## config.mk

```make
export PLATFORM = sky130hd
export DESIGN_NAME = pic_ctl
export DESIGN_NICKNAME = d
export VERILOG_FILES = /design/src/rtl/pic_ctl.sv
export SDC_FILE = /design/constraint.sdc
export NUM_CORES = 1
export LEC_CHECK = 0
export ABC_AREA = 1
export CORE_MARGIN = 8
export CORE_UTILIZATION = 25
export DETAILED_ROUTE_END_ITERATION = 12
export DONT_BUFFER_PORTS = 1
export PLACE_DENSITY = 0.46
export SLEW_MARGIN = 20
export SYNTH_ARGS = -nofsm -noshare
export SYNTH_HDL_FRONTEND = slang
export SYNTH_SLANG_ARGS = --single-unit
```

## constraint.sdc

```tcl
create_clock -name clock -period 2.7 [get_ports clock]
set_input_delay 0.81 -clock clock [delete_from_list [all_inputs] [get_ports clock]]
set_output_delay 0.81 -clock clock [all_outputs]
set_load 0.005 [all_outputs]
```

## src/rtl/pic_ctl.sv

```systemverilog
// pic_ctl: 8259-style programmable interrupt controller.
//
// Request lines are latched into IRR (edge or level), qualified by IMR and by
// the in-service register ISR under fixed priority (line 0 highest). The
// winning line is delivered as one vector at a time over a toggle handshake.
// Programming goes through the usual ICW1..ICW4 init sequence and OCW1..OCW3.
//
// Ports
//   clock     in   host clock, all logic on posedge
//   resetn    in   synchronous active-low reset
//   port_clk  in   one-cycle port access strobe
//   port      in   16-bit port address (PORT_BASE = command, PORT_BASE+1 = data)
//   port_w    in   1 = write, 0 = read
//   port_o    in   write data from the CPU
//   port_i    out  registered read data (IRR/ISR at PORT_BASE, IMR at PORT_BASE+1)
//   irq_in    in   request lines, synchronous to clock
//   intr      out  request toggle; a request is outstanding while intr != intr_ack
//   intr_ack  in   CPU acknowledge toggle (copy of intr once the vector is taken)
//   intr_vec  out  base | line, stable while a request is outstanding
//
// Config FSM
//   state  | meaning
//   READY  | init done; data-port writes load IMR
//   W_ICW2 | ICW1 seen, next data write is the vector base
//   W_ICW3 | waiting for ICW3 (data ignored, no cascade)
//   W_ICW4 | waiting for ICW4 (auto-EOI select)
module pic_ctl #(
    parameter int          NUM_IRQ   = 8,
    parameter logic [15:0] PORT_BASE = 16'h20,
    parameter logic [7:0]  VEC_RESET = 8'h08
) (
    input  logic               clock,
    input  logic               resetn,
    input  logic               port_clk,
    input  logic [15:0]        port,
    input  logic               port_w,
    input  logic [7:0]         port_o,
    output logic [7:0]         port_i,
    input  logic [NUM_IRQ-1:0] irq_in,
    output logic               intr,
    input  logic               intr_ack,
    output logic [7:0]         intr_vec
);

    localparam logic [1:0] READY  = 2'd0;
    localparam logic [1:0] W_ICW2 = 2'd1;
    localparam logic [1:0] W_ICW3 = 2'd2;
    localparam logic [1:0] W_ICW4 = 2'd3;

    localparam logic [15:0] PORT_DATA = PORT_BASE + 16'd1;

    logic [NUM_IRQ-1:0] irr, isr, imr, irq_prev;
    logic [NUM_IRQ-1:0] irr_nxt, isr_nxt, irq_rise;
    logic [NUM_IRQ-1:0] pick_mask, ns_mask, spec_mask;
    logic [4:0]         base_hi;
    logic [1:0]         cfg_state;
    logic               level_mode, aeoi, rd_isr;
    logic               icw1_sngl, icw1_ic4;

    logic       sel_cmd, sel_data;
    logic       wr_cmd, wr_data, rd_cmd, rd_data;
    logic       wr_icw1, wr_ocw2, wr_ocw3;
    logic       found, ns_found, isr_seen, issue;
    logic [2:0] pick_idx;
    logic [7:0] irr_rd, isr_rd, imr_rd;

    assign sel_cmd  = (port == PORT_BASE);
    assign sel_data = (port == PORT_DATA);
    assign wr_cmd   = port_clk & port_w & sel_cmd;
    assign wr_data  = port_clk & port_w & sel_data;
    assign rd_cmd   = port_clk & ~port_w & sel_cmd;
    assign rd_data  = port_clk & ~port_w & sel_data;
    assign wr_icw1  = wr_cmd & port_o[4];
    assign wr_ocw2  = wr_cmd & (port_o[4:3] == 2'b00);
    assign wr_ocw3  = wr_cmd & (port_o[4:3] == 2'b01);

    assign irq_rise = irq_in & ~irq_prev;

    // Lowest eligible line, lowest in-service line (non-specific EOI target)
    // and the one-hot mask for a specific EOI, all in one pass.
    always_comb begin
        found     = 1'b0;
        ns_found  = 1'b0;
        isr_seen  = 1'b0;
        pick_idx  = 3'd0;
        pick_mask = '0;
        ns_mask   = '0;
        spec_mask = '0;
        for (int i = 0; i < NUM_IRQ; i++) begin
            isr_seen = isr_seen | isr[i];
            if (!found && irr[i] && !imr[i] && !isr_seen) begin
                found        = 1'b1;
                pick_idx     = 3'(i);
                pick_mask[i] = 1'b1;
            end
            if (!ns_found && isr[i]) begin
                ns_found   = 1'b1;
                ns_mask[i] = 1'b1;
            end
            if (port_o[2:0] == 3'(i)) begin
                spec_mask[i] = 1'b1;
            end
        end
    end

    // No issue in the ICW1 cycle: ICW1 wipes ISR, so the issued line would
    // otherwise be in flight with no in-service record behind it.
    assign issue = (intr == intr_ack) & found & ~wr_icw1;

    always_comb begin
        irr_nxt = irr;
        isr_nxt = isr;
        if (wr_ocw2 && port_o[7:5] == 3'b001) begin
            isr_nxt = isr_nxt & ~ns_mask;
        end else if (wr_ocw2 && port_o[7:5] == 3'b011) begin
            isr_nxt = isr_nxt & ~spec_mask;
        end
        if (issue) begin
            irr_nxt = irr_nxt & ~pick_mask;
            if (!aeoi) begin
                isr_nxt = isr_nxt | pick_mask;
            end
        end
        // A fresh edge on the line being issued re-arms it.
        if (level_mode) begin
            irr_nxt = irq_in;
        end else begin
            irr_nxt = irr_nxt | irq_rise;
        end
        if (wr_icw1) begin
            irr_nxt = '0;
            isr_nxt = '0;
        end
    end

    always_comb begin
        irr_rd = '0;
        isr_rd = '0;
        imr_rd = '0;
        irr_rd[NUM_IRQ-1:0] = irr;
        isr_rd[NUM_IRQ-1:0] = isr;
        imr_rd[NUM_IRQ-1:0] = imr;
    end

    always_ff @(posedge clock) begin
        if (!resetn) begin
            intr       <= 1'b0;
            intr_vec   <= 8'h00;
            port_i     <= 8'h00;
            irr        <= '0;
            isr        <= '0;
            imr        <= '0;
            irq_prev   <= '0;
            base_hi    <= VEC_RESET[7:3];
            level_mode <= 1'b0;
            aeoi       <= 1'b0;
            rd_isr     <= 1'b0;
            icw1_sngl  <= 1'b0;
            icw1_ic4   <= 1'b0;
            cfg_state  <= READY;
        end else begin
            irq_prev <= irq_in;
            irr      <= irr_nxt;
            isr      <= isr_nxt;

            if (issue) begin
                intr_vec <= {base_hi, pick_idx};
                intr     <= ~intr_ack;
            end

            if (wr_icw1) begin
                imr        <= '0;
                rd_isr     <= 1'b0;
                aeoi       <= 1'b0;
                level_mode <= port_o[3];
                icw1_sngl  <= port_o[1];
                icw1_ic4   <= port_o[0];
                cfg_state  <= W_ICW2;
            end else if (wr_ocw3 && port_o[1]) begin
                rd_isr <= port_o[0];
            end

            if (wr_data) begin
                case (cfg_state)
                    W_ICW2: begin
                        base_hi <= port_o[7:3];
                        if (!icw1_sngl) begin
                            cfg_state <= W_ICW3;
                        end else if (icw1_ic4) begin
                            cfg_state <= W_ICW4;
                        end else begin
                            cfg_state <= READY;
                        end
                    end
                    W_ICW3: begin
                        cfg_state <= icw1_ic4 ? W_ICW4 : READY;
                    end
                    W_ICW4: begin
                        aeoi      <= port_o[1];
                        cfg_state <= READY;
                    end
                    default: begin
                        imr <= port_o[NUM_IRQ-1:0];
                    end
                endcase
            end

            if (rd_cmd) begin
                port_i <= rd_isr ? isr_rd : irr_rd;
            end else if (rd_data) begin
                port_i <= imr_rd;
            end
        end
    end

endmodule

```

; ---- After elaboration in Yosys (flattened, before gate mapping)
; Index checks and enable logic that the tools add are counted.
; Widths: inputs -> output; s select.
[classes]
n_addsub = 0
n_mul = 0
div = 0
n_lt_le_gt_ge = 0
eq_ne = 16
shifts = 0
n_mux = 64
bitwise = 32
reduce_logical = 69
[op_table]
columns = cell, count
row1 = $mux 8, 12
row2 = $mux 1, 41
row3 = $logic_and 1x1->1, 33
row4 = $and 8x8->8, 4
row5 = $eq 16x6->1 const B, 2
row6 = $not 8->8, 4
row7 = $logic_not 1->1, 30
row8 = $mux 3, 6
row9 = $or 8x8->8, 2
row10 = $eq 3x3->1 const B, 4
row11 = $and 1x1->1, 11
row12 = $eq 3x2->1 const B, 3
row13 = $mux 2, 4
row14 = $or 1x1->1, 7
row15 = $eq 3x1->1 const B, 2
row16 = $pmux 2 s3, 1
row17 = $eq 2x1->1 const B, 2
row18 = $eq 2x2->1 const B, 2
row19 = $not 1->1, 4
row20 = $logic_not 3->1, 1
row21 = $reduce_or 3->1, 1
row22 = $logic_not 2->1, 1
row23 = $reduce_and 2->1, 1
row24 = $reduce_bool 2->1, 1
row25 = 2 further kinds, 2
[word_totals]
regBits = 61
latchBits = 0
ramBits = 0
romBits = 0
in_bits = 37
output_inout_bits = 17
wordCells = 195
memories = 0

; ---- Depth between registers and ports, before layout
; Gate-level depths: netlist (run 1).
[depth]
ltp_word = 44
ltp_mapped = 13
depth_no_buf = 13

; ---- Worst setup path after synthesis (run 1)
; Ideal clock, no wire load.
[synth_path]
kind = input -> register
from = input port port[3]
to = register irr[3]
setup_time_ns = 0.066
t_arrival_ns = 1.904
required_ns = 2.634
path_slack_ns = 0.730
cell_stages = 10
path_buffers = 1
path_cell_list = nor2_1 nand2_1 nor2_2 nand3_1 o21ai_2 inv_2 buf_2 nand3_1 nand2_1 a21oi_2
[synth_via]
elab_chain_cells = 8
elab_cells_between_ends = 9
classes_between = eq/ne: 1 / mux: 2 / bitwise: 5 / reduce/logical: 1
[synth_rtl]
columns = element, line_no
row1 = from (decl), 35  ; input logic [15:0] port,
row2 = $eq 16x6->1 (*), 67  ; assign sel_cmd = (port == PORT_BASE);
row3 = $and 1x1->1 (*), 69  ; assign wr_cmd = port_clk & port_w & sel_cmd;
row4 = $and 1x1->1 (*), 73  ; assign wr_icw1 = wr_cmd & port_o[4];
row5 = $not 1->1, 108  ; assign issue = (intr == intr_ack) & found & ~wr_icw1;
row6 = $and 1x1->1, 108
row7 = $mux 8, 118  ; if (issue) begin
row8 = $or 8x8->8, 128  ; irr_nxt = irr_nxt | irq_rise;
row9 = $mux 8, 125  ; if (level_mode) begin
row10 = to (signal assigned), 163  ; irr <= irr_nxt;
row11 = to (decl), 52  ; logic [NUM_IRQ-1:0] irr, isr, imr, irq_prev;
; Mark *: on every way between the ends. The rest lies on a longest branch, timed or not.
; A chain may end at the register's enable or synchronous reset.

; ---- Worst setup path after layout (run 1)
[layout_path]
from = input port port[11]
to = register imr[6]
[layout_via]
elab_chain_cells = 6
elab_cells_between_ends = 8
classes_between = eq/ne: 2 / mux: 3 / bitwise: 3
[layout_rtl]
columns = element, line_no
row1 = $eq 16x6->1, 67
row2 = $and 1x1->1, 69
row3 = $and 1x1->1, 73
row4 = $mux 8, 171  ; if (wr_icw1) begin
row5 = $mux 8, 184  ; case (cfg_state)
row6 = $mux 8 (*), 183  ; if (wr_data) begin
row7 = to (signal assigned), 203  ; imr <= port_o[NUM_IRQ-1:0];
row8 = to (decl), 52
; Marked as above.

==> out/summary.txt, run 1 <==
status -> completed
Min Hold Slack -> 0.469 ns
maximum vdd ir drop -> 277 uV
clock group share of total power -> 0.442
n_diodes -> 0
drt first pass iters -> 4
Cell Area, Synth -> 3200 um^2
share of the synthesized area in the top cell type -> 0.382
via count -> 2845
Setup Total Neg Slack -> 0 ns
cts hold-fix bufs -> 0
Avg Inst Size Synth -> 6.84 um^2
row count -> 41
Pwr Density -> 726 nW/um^2
Worst Path Arrival -> 2.19 ns
slowest CP cell -> nand2_1
Die Wd -> 129 um
Max Buffers Root-to-Sink -> 2
NetSw -> 0.814 mW
Layout Area Growth over Synthesis -> 14.6%
clk slew on worst S/H paths -> 0.06 ns
CP peak stage delay -> 0.36 ns
fmax -> 0.500 GHz
critical path's top delay family -> simple AND/OR/NAND/NOR gates
fin. max-slew vios -> 0
Synthesis Warnings -> 0
Synth area leaders -> dfxtp_1, nand2_1, a21oi_1, inv_1, nor2_1
Place WS -> 0.373 ns
switching share of total power -> 0.306
Vias/cell -> 4.42
post-detail-place hpwl -> 6810 um
root buf cell -> clkbuf_16
vias in the first global route -> 2703
Layout Nets -> 504
Initial DRC Count -> 147
RSZ-0062 raised after global routing -> no
critical path endpoint category -> flop
clock sinks -> 61
Worst-Margin Slew -> 0.501 ns
Final period util -> 0.740
DRT Wirelength -> 8920 um
H-tree Lvls -> 3
Core Area -> 12600 um^2
final setup vio count -> 0
crit-path most repeated cell -> nor2_1
DRC Markers -> 0
I/O pin cnt -> 54
WP data required -> 2.90 ns
Post-DRT Antenna Nets -> 0
Netlist cell types -> 37
Hold Path Class -> flop to flop
Tmin final -> 2.00 ns
CTS tree -> built
Worst setup SP type -> primary input
routability-driven placement congestion ratio -> 0.837
cts bufs inserted -> 9
final clock skew -> 0.00644 ns
Syn Inst Count -> 468
largest net degree at the start of global routing -> 45
Hold Fails Final Rpt -> 0
syn nets -> 505
cts repair resizes -> 0
Logic pwr share -> 0.178
Buf/Inv on CP -> 0
Avg WL per Cell -> 13.8 um
FF+latch count, synth -> 61
layout cells sized above 1 -> 0.110
critical-path cell list -> nor2_1 -> nand4_1 -> nor2_1 -> nand2_1 -> nor2_1 -> nand2_1 -> o21ai_0 -> a21oi_1
Slew HR -> 0.662
Lkg Pwr -> 1.55 nW
port bufs -> 0
Flop pwr share -> 0.380
initial antenna violation count -> 0
DIE AREA -> 16700 um^2
register area share after synthesis -> 0.382
GR Overflow Total -> 0
Cells after DPL -> 628
crit-path max FO -> 16
insertion delay to the later sink of the worst-skew pair -> 0.33 ns
max_cap viols -> 0
Starting Density -> 0.255
internal power -> 1.85 mW
first-pass GRT wire length -> 14200 um
final worst setup slack -> 0.701 ns
CP Class -> primary input to flop
Total GRT Usage -> 0.111
Die H -> 129 um
Finished Layout Cells -> 644
total design power -> 2.66 mW
postcts setup bufs -> 0
area leader, netlist -> dfxtp_1
==> worst paths after layout <==
path / depth (start not counted) / slack (ns) / from / endpoint
worst min register to register: 2 / 0.47 / imr[0] / imr[0]
worst max-delay path: 8 / 0.70 / port[11] / imr[6]
worst max register to register: 10 / 0.91 / isr[1] / intr_vec[0]
worst min-delay path: 2 / 0.47 / imr[0] / imr[0]
==> logic make-up after synthesis <==
kind of cell / share of synthesized area
flip-flops: 0.382
AND/OR/NAND/NOR: 0.344
AO/OA/AOI/OAI: 0.159
buffers and inverters: 0.106
XOR/XNOR: 0.00274
multiplexers: 0.00626
==> routing by layer <==
metal / up-vias / GRT usage / share of wire
met3: 7 / 0.0448 / 0.071
met1: 1273 / 0.134 / 0.46
li1: 1502 / - / -
met5: - / 0 / 0
met4: 0 / 0.0325 / 0.011
met2: 63 / 0.178 / 0.46
==> worst register-to-register path: stages (launching register included) <==
cell and delay (ns):
dfxtp_1 0.34, nor2_4 0.21, nand4_4 0.17, nor2_8 0.20
nand3_4 0.12, nand4_4 0.22, nand2_4 0.15, inv_4 0.13
nand2_1 0.06, nand2_1 0.05, nor2_1 0.03
==> sequential cells by signal (all words and copies together), names as in the netlist <==
register and flops:
icw1_ic4 1, intr_vec 8, rd_isr 1, level_mode 1, icw1_sngl 1, irq_prev 8
base_hi 5, cfg_state 2, irr 8, imr 8, aeoi 1, isr 8
port_i 8, intr 1
==> through the flow <==
step / utilization / instance area (um^2)
floorplan: - / 3200
global placement: 0.267 / 3360
detailed placement: 0.267 / 3360
CTS: 0.292 / 3670
global route: 0.292 / 3670
finish: 0.292 / 3670
==> cell type report <==
cell class | instances | area (um^2)
Clock buffer | 9 | 225
Fill cell | 1380 | 8900
Tap cell | 172 | 215
Timing Repair Buffer | 3 | 22.5
Multi-Input combinational cell | 324 | 1640
Clock inverter | 7 | 81.3
Sequential cell | 61 | 1220
Inverter | 68 | 263
==> power by group through the flow <==
stage | clock network (mW) | registers [mW] | logic, mW
global route | 1.25 | 1.02 | 0.536
finish | 1.18 | 1.01 | 0.475
CTS | 1.21 | 1.01 | 0.479
floorplan | 0 | 1.02 | 0.414
detailed placement | 0 | 1.03 | 0.475
global placement | 0 | 1.03 | 0.468
==> synth_stat cells (all sizes together) <==
| library cell | count |
|---|---|
| dfxtp | 61 |
| a211oi | 2 |
| nand4 | 15 |
| inv | 66 |
| and3 | 1 |
| o22ai | 1 |
| o31ai | 1 |
| mux2i | 2 |
| or2 | 2 |
| nor2 | 70 |
| clkinv | 2 |
| nand3b | 1 |
| clkbuf | 8 |
| nand2 | 103 |
| xnor2 | 1 |
| nor3 | 9 |
| o21bai | 2 |
| nand3 | 23 |
| buf | 7 |
| a21oi | 48 |
| o21ai | 43 |
==> cell usage in the layout, fill, tap and decap left out, types with 4 or more instances in the layout <==
cell,n
nor3_1,8
a21oi_1,46
o21ai_0,37
inv_1,61
o21ai_1,5
dfxtp_1,61
nor2_1,61
nor2_2,4
clkbuf_16,9
nand4_1,13
nand2_1,97
nand3_1,18
No activity file was read; power rests on OpenSTA's default activity.
==> inputs of run 2 (changes only) <==
- PLACE_DENSITY: 0.46 -> 0.48
- clock period: 2.7 -> 1.8 ns (I/O delays scaled with it)
==> out/summary.txt, run 2 (synthesis results as in run 1) <==
postcts setup bufs -> 0
drt first pass iters -> 5
post-detail-place hpwl -> 6970 um
CTS tree -> built
layout cells sized above 1 -> 0.149
Tmin final -> 1.67 ns
Pwr Density -> 1090 nW/um^2
Finished Layout Cells -> 663
clk slew on worst S/H paths -> 0.06 ns
post-route cell area -> 3890 um^2
Fill cells -> 1367
Hold Fails Final Rpt -> 0
crit-path max FO -> 10
Max Buffers Root-to-Sink -> 2
final setup vio count -> 0
status -> completed
GR Overflow Total -> 0
Post-DRT Antenna Nets -> 0
via count -> 2962
row count -> 41
Layout Nets -> 523
Cell Area, Placed -> 3550 um^2
DRC Markers -> 0
final clock skew -> 0.00671 ns
vias in the first global route -> 2801
WP data required -> 2.03 ns
DRT Wirelength -> 9070 um
Die Wd -> 129 um
Worst setup SP type -> flop
DIE AREA -> 16700 um^2
I/O pin cnt -> 54
insertion delay to the later sink of the worst-skew pair -> 0.33 ns
most common cell after layout, fill and taps aside -> nand2_1
Die H -> 129 um
critical path endpoint category -> flop
Worst-Margin Slew -> 0.486 ns
fmax -> 0.598 GHz
Cells after DPL -> 647
routability-driven placement congestion ratio -> 0.831
Worst Path Arrival -> 1.90 ns
Register Area -> 1220 um^2
maximum vdd ir drop -> 433 uV
Final period util -> 0.929
Avg WL per Cell -> 13.7 um
initial antenna violation count -> 0
Hold Path Class -> primary input to flop
root buf cell -> clkbuf_16
max_cap viols -> 0
H-tree Lvls -> 3
clock sinks -> 61
Vias/cell -> 4.47
CP Class -> flop to flop
largest net degree at the start of global routing -> 45
Total GRT Usage -> 0.112
Initial DRC Count -> 117
Starting Density -> 0.255
first-pass GRT wire length -> 14200 um
cts bufs inserted -> 9
n_diodes -> 0
Layout Area Growth over Synthesis -> 21.7%
most frequent cells in the layout -> nand2_1, inv_1, nor2_1, dfxtp_1, a21oi_1
Core Area -> 12600 um^2
RSZ-0062 raised after global routing -> no
Slew HR -> 0.672
port bufs -> 0
area of the multi-input gates -> 1650 um^2
fin. max-slew vios -> 0
Lkg Pwr -> 1.67 nW
## run 2: cell count changes in the layout (fill, tap and decap cells not counted), sizes merged
cell / change
clkinv: -2
clkbuf: +1
buf: +19
clkinvlp: +1
bufinv: +1
inv: -1
## run 2: critical path, cell delays in order (launching register included)
cell and delay (ns):
dfxtp_1 0.35, nor2_4 0.20, nand4_4 0.17, nor2_8 0.20, nand3_4 0.11, nand4_4 0.15
nand2_4 0.12, inv_4 0.12, nand2_1 0.06, nand2_1 0.06, nor2_1 0.03
## run 2: final timing paths
path,from,to,slack [ns],cells past startpoint
hold reg to reg,imr[0],imr[0],0.46,2
setup / recovery,isr[0],intr,0.13,10
setup reg to reg,isr[0],intr,0.13,10
hold / removal,irq_in[1],irq_prev[1],0.30,2
## run 2: timing repair
item                                    CTS  global route
resized for setup                         0             2
endpoints found under the setup margin    0             3
hold buffers                              0             0
## run 2: metrics by stage
step | hold WS, ns | total power, mW | utilization | worst slack, ns | TNS (ns)
floorplan | 0.443 | 2.15 | - | 0.0996 | 0
global placement | 0.451 | 2.34 | 0.283 | -0.0630 | -0.818
detailed placement | 0.456 | 2.35 | 0.283 | -0.113 | -2.06
CTS | 0.287 | 4.29 | 0.309 | 0.101 | 0
global route | 0.292 | 4.46 | 0.310 | 0.00246 | 0
finish | 0.302 | 4.24 | 0.310 | 0.128 | 0
## run 2: report_power, final
part           internal (mW)  leakage (nW)  switching, mW
Combinational          0.305          1.02          0.504
Sequential              1.45         0.498         0.0679
Clock                   1.26         0.160          0.661
Total                   3.01          1.67           1.23
## run 2: routing by layer
layer  routed length, um  GRT usage  up-vias
met3                 584     0.0279       13
met2                4340      0.191       61
met5                   0          0        -
li1                    -          -     1545
met1                3950      0.128     1343
met4                 203     0.0587        0
## run 2: area by class of cell
cell class                      instances  share of cell area
Clock buffer                           10              0.0614
Clock inverter                          6              0.0241
Inverter                               68              0.0675
Multi-Input combinational cell        324               0.423
Sequential cell                        61               0.314
Tap cell                              172              0.0553
Timing Repair Buffer                   22              0.0553
==> inputs of run 3 (changes only) <==
- CORE_UTILIZATION: 25 -> 40
- PLACE_DENSITY: 0.48 -> 0.64
- REMOVE_ABC_BUFFERS: not set -> 1
==> out/summary.txt, run 3 (synthesis results as in run 1) <==
Logic pwr share -> 0.229
Hold Crit Depth -> 2
status -> completed
Avg WL per Cell -> 14.0 um
Reg2Reg Setup Slack -> 0.13 ns
DRT Wirelength -> 8260 um
most common cell after layout, fill and taps aside -> nand2_1
n_diodes -> 0
Worst Path Arrival -> 1.89 ns
total design power -> 3.74 mW
via count -> 2915
Finished Layout Cells -> 591
Pwr Density -> 1010 nW/um^2
final clock skew -> 0.00885 ns
vias in the first global route -> 2865
DRC Markers -> 0
reg2reg start -> isr[0]
fin. max-slew vios -> 0
CTS tree -> built
crit-path max FO -> 10
Die Wd -> 105 um
GR Overflow Total -> 0
CP peak stage delay -> 0.35 ns
Starting Density -> 0.414
Max Buffers Root-to-Sink -> 2
clock sinks -> 61
NetSw -> 1.10 mW
row count -> 32
final setup vio count -> 0
most frequent cells in the layout -> nand2_1, inv_1, nor2_1, dfxtp_1, a21oi_1
slowest CP cell -> dfxtp_2
Final period util -> 0.928
routability-driven placement congestion ratio -> 0.893
H-tree Lvls -> 3
switching share of total power -> 0.295
Vias/cell -> 4.93
clk slew on worst S/H paths -> 0.07 ns
FF-to-FF End -> intr_vec[2]
DIE AREA -> 11100 um^2
CP Class -> flop to flop
layout cells sized above 1 -> 0.143
Die H -> 105 um
critical-path cell list -> nor2_4 -> nand4_4 -> nor2_8 -> nand3_4 -> nand4_4 -> nand2_8 -> nor3_1 -> nor2_1
Worst-Margin Slew -> 0.371 ns
drt first pass iters -> 4
Hold Fails Final Rpt -> 0
Post-DRT Antenna Nets -> 0
Layout Nets -> 521
first-pass GRT wire length -> 13900 um
max_cap viols -> 0
fmax -> 0.599 GHz
crit-path most repeated cell -> nand4_4
I/O pin cnt -> 54
internal power -> 2.64 mW
critical path's top delay family -> simple AND/OR/NAND/NOR gates
CP Launch Point -> isr[0]
Layout Area Growth over Synthesis -> 15.6%
FF-to-FF path depth -> 8
Worst Hold Endpoint -> irq_prev[1]
WP data required -> 2.02 ns
Tmin final -> 1.67 ns
critical path endpoint category -> flop
Buf/Inv on CP -> 0
Initial DRC Count -> 161
Hold Path Class -> primary input to flop
Slew HR -> 0.751
Flop pwr share -> 0.405
Hold Crit Start -> irq_in[1]
Worst setup SP type -> flop
RSZ-0062 raised after global routing -> no
Total GRT Usage -> 0.151
clock group share of total power -> 0.367
largest net degree at the start of global routing -> 45
Core Area -> 7730 um^2
post-detail-place hpwl -> 6290 um
cts bufs inserted -> 9
Cells after DPL -> 571
insertion delay to the later sink of the worst-skew pair -> 0.34 ns
root buf cell -> clkbuf_8
Lkg Pwr -> 1.62 nW
initial antenna violation count -> 0
port bufs -> 0
maximum vdd ir drop -> 537 uV
run 3: timing repair:
action                                  CTS  global route
hold buffers                              0             0
gates resized for setup                   0             6
endpoints found under the setup margin    0            13
buffers inserted                          0             4
run 3: area by class of cell:
cell class                      instances  area [um^2]
Sequential cell                        61         1220
Multi-Input combinational cell        324         1660
Tap cell                              102          128
Inverter                               68          265
Clock buffer                           12          155
Timing Repair Buffer                   20          200
Fill cell                             783         4030
Clock inverter                          4         70.1
run 3: through the flow:
stage / TNS, ns / setup slack, ns / hold slack (ns) / util / cell area [um^2]
after global placement: 0 / 0.0336 / 0.451 / 0.443 / 3420
after CTS: 0 / 0.0332 / 0.287 / 0.472 / 3650
after floorplan: -2.61 / -0.223 / 0.443 / - / 3120
after detailed placement: -0.0325 / -0.0165 / 0.461 / 0.443 / 3420
after global routing: 0 / 0.0213 / 0.286 / 0.479 / 3700
final: 0 / 0.130 / 0.293 / 0.479 / 3700
run 3: worst max path at each step:
stage,end,slack (ns),cells after the start
2_1_floorplan,cfg_state[1],-0.22,6
3_3_place_gp,irr[5],0.03,10
3_5_place_dp,intr_vec[5],-0.02,10
4_1_cts,intr,0.03,10
5_1_grt,irr[3],0.02,11
6_report,intr_vec[2],0.13,8
run 3: power groups by stage:
stage	combinational, mW	sequential, mW	clock, mW
after floorplan	0.587	1.53	0
after global placement	0.766	1.54	0
after detailed placement	0.778	1.55	0
after CTS	0.782	1.52	1.40
after global routing	0.958	1.53	1.45
final	0.856	1.51	1.37
run 3: per-layer routing:
metal | part of all wire | global-route usage | wire length [um] | up-vias
met5 | 0 | 0 | 0 | -
met3 | 0.071 | 0.0463 | 590 | 6
met1 | 0.45 | 0.187 | 3750 | 1294
met2 | 0.47 | 0.249 | 3860 | 77
met4 | 0.0065 | 0.0387 | 54 | 0
li1 | - | - | - | 1538
